===== src/rtl/bf_sched_ctrl.sv =====
// Butterfly pass sequencer: pops coefficient pairs, issues them with stage-dependent
// twiddle addresses, and tracks in-flight results against output FIFO credit.
module bf_sched_ctrl #(
  parameter int ADDRBIT = 4,
  parameter int LOGN    = 8,
  parameter int SW      = 3,
  parameter int RDLAT   = 1,
  parameter int BF_LAT  = 3
) (
  input  logic               clk,
  input  logic               rst,
  input  logic               start,
  input  logic               mode,
  input  logic [SW-1:0]      stage,
  output logic               busy,
  output logic               done,
  input  logic               in_notempty,
  output logic               in_rd,
  input  logic [ADDRBIT:0]   out_len,
  output logic               out_wr,
  output logic               bf_valid,
  output logic               bf_mode,
  output logic [LOGN-1:0]    twid_addr
);

  localparam int D  = 1 << ADDRBIT;
  localparam int NP = 1 << (LOGN - 1);
  localparam logic [LOGN-1:0]    NP_L    = LOGN'(NP);
  localparam logic [LOGN-1:0]    NP_LAST = LOGN'(NP - 1);
  localparam logic [ADDRBIT+1:0] D_L     = (ADDRBIT + 2)'(D);

  localparam logic [1:0] IDLE  = 2'd0;
  localparam logic [1:0] RUN   = 2'd1;
  localparam logic [1:0] DRAIN = 2'd2;
  localparam logic [1:0] DONE  = 2'd3;

  logic [1:0]         state;
  logic [SW-1:0]      stage_q;
  logic [LOGN-1:0]    issued;
  logic [LOGN-1:0]    written;
  logic [ADDRBIT:0]   inflight;
  logic [ADDRBIT+1:0] credit_sum;
  logic               issue;
  logic [LOGN-1:0]    twid_p0;
  logic [RDLAT-1:0]   vld_p1;
  logic [LOGN-1:0]    twid_p1 [RDLAT];
  logic [BF_LAT-1:0]  vld_p2;

  function automatic logic [SW-1:0] clamp_stage(input logic [SW-1:0] s);
    if (int'(s) >= LOGN) return SW'(LOGN - 1);
    return s;
  endfunction

  // Forward walks up from 2^stage, inverse walks down from 2^(stage+1)-1.
  function automatic logic [LOGN-1:0] twid_calc(input logic m, input logic [SW-1:0] st,
                                                input logic [LOGN-1:0] idx);
    logic [LOGN:0] base;
    logic [LOGN:0] g;
    base = (LOGN + 1)'(1) << st;
    g    = {1'b0, idx >> (LOGN - 1 - int'(st))};
    if (m) return LOGN'((base << 1) - (LOGN + 1)'(1) - g);
    return LOGN'(base + g);
  endfunction

  // Credit uses this cycle's occupancy; a concurrent pop downstream only costs throughput.
  assign credit_sum = {1'b0, inflight} + {1'b0, out_len};
  assign issue      = !rst && (state == RUN) && in_notempty && (credit_sum < D_L) && (issued < NP_L);
  assign in_rd      = issue;
  assign twid_p0    = twid_calc(bf_mode, stage_q, issued);
  assign bf_valid   = vld_p1[RDLAT-1];
  assign twid_addr  = twid_p1[RDLAT-1];
  assign out_wr     = vld_p2[BF_LAT-1];

  always_ff @(posedge clk) begin
    if (rst) begin
      state    <= IDLE;
      busy     <= 1'b0;
      done     <= 1'b0;
      bf_mode  <= 1'b0;
      stage_q  <= '0;
      issued   <= '0;
      written  <= '0;
      inflight <= '0;
    end else begin
      done <= 1'b0;
      if (issue)  issued  <= issued + 1'b1;
      if (out_wr) written <= written + 1'b1;
      case ({issue, out_wr})
        2'b10:   inflight <= inflight + 1'b1;
        2'b01:   inflight <= inflight - 1'b1;
        default: inflight <= inflight;
      endcase
      case (state)
        IDLE: if (start) begin
          bf_mode <= mode;
          stage_q <= clamp_stage(stage);
          issued  <= '0;
          written <= '0;
          busy    <= 1'b1;
          state   <= RUN;
        end
        RUN: if (issue && issued == NP_LAST) state <= DRAIN;
        DRAIN: if (out_wr && written == NP_LAST) begin
          state <= DONE;
          done  <= 1'b1;
          busy  <= 1'b0;
        end
        default: state <= IDLE;
      endcase
    end
  end

  // Stage p0->p1: input FIFO read latency; p1->p2: butterfly latency.
  always_ff @(posedge clk) begin
    if (rst) begin
      vld_p1 <= '0;
      vld_p2 <= '0;
      for (int i = 0; i < RDLAT; i++) twid_p1[i] <= '0;
    end else begin
      vld_p1[0]  <= issue;
      twid_p1[0] <= twid_p0;
      for (int i = 1; i < RDLAT; i++) begin
        vld_p1[i]  <= vld_p1[i-1];
        twid_p1[i] <= twid_p1[i-1];
      end
      vld_p2[0] <= vld_p1[RDLAT-1];
      for (int i = 1; i < BF_LAT; i++) vld_p2[i] <= vld_p2[i-1];
    end
  end

endmodule


===== config.mk =====
export PLATFORM = sky130hd
export DESIGN_NAME = bf_sched_ctrl
export DESIGN_NICKNAME = d
export VERILOG_FILES = /design/src/rtl/bf_sched_ctrl.sv
export SDC_FILE = /design/constraint.sdc
export NUM_CORES = 1
export LEC_CHECK = 0
export CAP_MARGIN = 0
export CORE_UTILIZATION = 57
export DETAILED_ROUTE_END_ITERATION = 12
export HOLD_SLACK_MARGIN = 0.1
export PLACE_DENSITY = 0.81
export SLEW_MARGIN = 10
export SYNTH_ARGS = -nofsm -noshare
export SYNTH_HDL_FRONTEND = slang
export SYNTH_SLANG_ARGS = --single-unit

===== constraint.sdc =====
create_clock -name clk -period 4.8 [get_ports clk]
set_clock_uncertainty 0.05 [all_clocks]
set_input_delay 0.72 -clock clk [delete_from_list [all_inputs] [get_ports clk]]
set_output_delay 0.72 -clock clk [all_outputs]
set_load 0.02 [all_outputs]

==> flow_summary.toml <==
[min_path]
hp-class = "reg2reg"
hold-path-cell-count = 1
whs_endpoint = "vld_p2[1]"
hp-start = "vld_p2[0]"

[timing]
rsz0062_at_grt = "false"
worst_slew_pin_slew_ns = 0.681
max_freq_mhz = 249
max_slew_margin_pct = 54.6
fin_ws_ns = 0.790
setup_viol = 0
whs_ns = 0.401
maxSlewViolCount = 0
period_minus_slack_ns = 4.01
setup_tns_ns = 0
fin_crit_sh_pct = 83.5
hold_viol_final = 0

[yosys]
synthCells = 327
ys_warn_count = 0
synth_area_um2 = 2710
post_synth_num_cell_types = 53
syn_area_per_cell_um2 = 8.29
async_flop_share_pct = 0
synth-edff-count = 0
synth_seq_cells = 41
ys.flop_type = "dfxtp_1"
synth_seq_area_share_pct = 30.3
synth_nets = 366

[critical_path]
r2r_start = "inflight[4]"
cp-start-kind = "primary input"
reg2reg_depth = 13
rrSetupSlack_ns = 1.30
cp-end-kind = "flip-flop"
cp_max_fo = 9
cp.required_ns = 4.95
rr_endpoint = "inflight[4]"
worst-endpoint-arrival_ns = 4.16
crit_type = "in2reg"

[floorplanning]
chipHeight_um = 71.0
ios = 27
die-area_um2 = 5040
initial_core_util_pct = 60.6
row_count = 24
core-area_um2 = 4470
die_x_um = 71.0

[run_status]
status = "finished, violations left"
violations = "design-rule violations"

[layout]
final_cell_mix = "dfxtp_1 (41), nor2_1 (36), clkdlybuf4s50_1 (26), nand2_1 (24), ha_1 (24)"
nFillCells = 368
final_common_cell = "dfxtp_1"
layout.nets = 385
instances_no_fill = 399
drive_gt1_share_pct = 5.76
syn_to_final_growth_pct = 13.1
antenna_cells = 0

[cts]
cts_setup_buffers = 0
clock-sinks = 41
insertion_delay_ns = 0.31
cts_buffers = 5
clk_pin_slew_ns = 0.09
tritoncts = "yes"
clock_path_buffers = 2
cts_htree_levels = 2
cts_root_buf = "clkbuf_8"
cts_resized = 0
hold_buffers = 0

[route]
antenna_left = 0
vias_per_cell = 5.68
via_count = 2265
top_layer = "met4"
drcViolationCount = 3
drt_iter0_markers = 96
dr_wl_met3_um = 188
wl_per_cell_um = 13.3
wl_met1_mm = 2.51
drt_wl_total_mm = 5.29
wl_met2_mm = 2.51
first_pass_iters = 11

[placement]
placed_cells = 391
place_hpwl_mm = 3.92
io_buffers = 26
pre_cts_slack_ns = 0.513
gp_congestion = 0.849

[power_and_ir_drop]
power_leakage_nw = 1.33
power.total_mw = 0.935
irDropWorstVdd_mv = 0.171
power.density_nw_per_um2 = 305

[global_routing]
overflow = 0
antenna_found_initial = 0
grt_pass1_vias = 2183
grt_use_total_pct = 23.3
grt_pass1_wl_mm = 9.31
grt_max_degree = 26

[job]
drv_cap = 0
-- synthesized netlist by cell type (all sizes together), types with 2 or more instances --
| master | n | area, um2 |
|---|---|---|
| and2 | 3 | 18.8 |
| or2 | 4 | 25.0 |
| a21o | 6 | 45.0 |
| ha | 24 | 300 |
| o41ai | 2 | 17.5 |
| nand3 | 14 | 70.1 |
| nor3b | 2 | 15.0 |
| nor3 | 3 | 26.3 |
| o211ai | 2 | 15.0 |
| nand2b | 8 | 50.1 |
| a31oi | 4 | 25.0 |
| and3b | 2 | 17.5 |
| dfxtp | 41 | 821 |
| clkbuf | 10 | 37.5 |
| o21ai | 12 | 60.1 |
| nand3b | 3 | 22.5 |
| nor2 | 37 | 141 |
| nand4 | 6 | 37.5 |
| nor2b | 11 | 68.8 |
| fa | 2 | 40.0 |
| mux2i | 12 | 120 |
| a21oi | 19 | 95.1 |
| xnor2 | 8 | 70.1 |
| and3 | 5 | 31.3 |
| a211oi | 2 | 15.0 |
| nand2 | 24 | 90.1 |
| and4 | 3 | 26.3 |
| a32oi | 2 | 17.5 |
| inv | 18 | 67.6 |
| xor2 | 16 | 140 |
| buf | 6 | 41.3 |
-- where the power goes --
part           internal, mW  leakage [nW]  total [mW]  switching (mW)
sequential            0.366         0.332       0.400          0.0341
combinational         0.133         0.951       0.293           0.160
clock                 0.105        0.0447       0.243           0.138
total                 0.604          1.33       0.935           0.332
-- how the worst max path moves through the flow --
stage | end | slack, ns | cells past startpoint | startpoint
floorplan | inflight[4] | 1.01 | 15 | out_len[4]
global placement | inflight[4] | 0.61 | 14 | out_len[4]
detailed placement | inflight[4] | 0.51 | 14 | out_len[4]
CTS | inflight[4] | 0.84 | 14 | out_len[4]
global route | inflight[4] | 0.68 | 14 | out_len[4]
finish | inflight[4] | 0.79 | 14 | out_len[4]
-- layout make-up --
| type | count | area (um2) | share of cell area (%) |
|---|---|---|---|
| multi-input cells | 252 | 1740 | 56.9 |
| flip-flops and latches | 41 | 821 | 26.8 |
| repair buffers | 28 | 275 | 8.98 |
| clock buffers | 5 | 68.8 | 2.24 |
| inverters | 18 | 67.6 | 2.20 |
| well taps | 52 | 65.1 | 2.12 |
| clock inverters | 3 | 25.0 | 0.816 |
-- registers in the layout, indices dropped and copies added (netlist names) --
name and cells:
written 8, done 1, bf_valid 1, bf_mode 1, state 2, inflight 5, vld_p2 3, issued 8
stage_q 3, twid_p1 8, busy 1
-- stage by stage --
step	instance area, um2	utilization (%)
2_1_floorplan	2710	-
3_3_place_gp	2970	66.4
3_5_place_dp	2970	66.4
4_1_cts	3070	68.5
5_1_grt	3070	68.5
6_report	3070	68.5
-- kinds of logic (layout without fill, tap and decap cells) --
| family | count (synthesis) | after routing | synth area share, % |
|---|---|---|---|
| simple gates | 130 | 130 | 25.4 |
| compound gates | 59 | 59 | 13.8 |
| flops | 41 | 41 | 30.3 |
| buf+inv | 34 | 54 | 5.40 |
| fa+ha+maj | 26 | 26 | 12.6 |
| xor+xnor | 24 | 24 | 7.75 |
| mux | 13 | 13 | 4.85 |
-- per-layer routing --
| layer | track usage (%) | vias up |
|---|---|---|
| met4 | 10.4 | 0 |
| li1 | - | 1170 |
| met1 | 28.5 | 1046 |
| met2 | 37.9 | 39 |
| met3 | 6.84 | 10 |
| met5 | 0 | - |
-- critical path: stages --
cell and delay (ns):
clkdlybuf4s50_1 0.41, ha_1 0.30, or4b_4 0.55, nor3_4 0.23, and2_1 0.27, inv_2 0.07, ha_1 0.29, xor2_1 0.18
ha_1 0.25, or3b_2 0.45, a21oi_1 0.16, o21ai_0 0.11, xor2_1 0.14, nor2_1 0.05
Note: power is estimated with default switching activity, not from simulation.
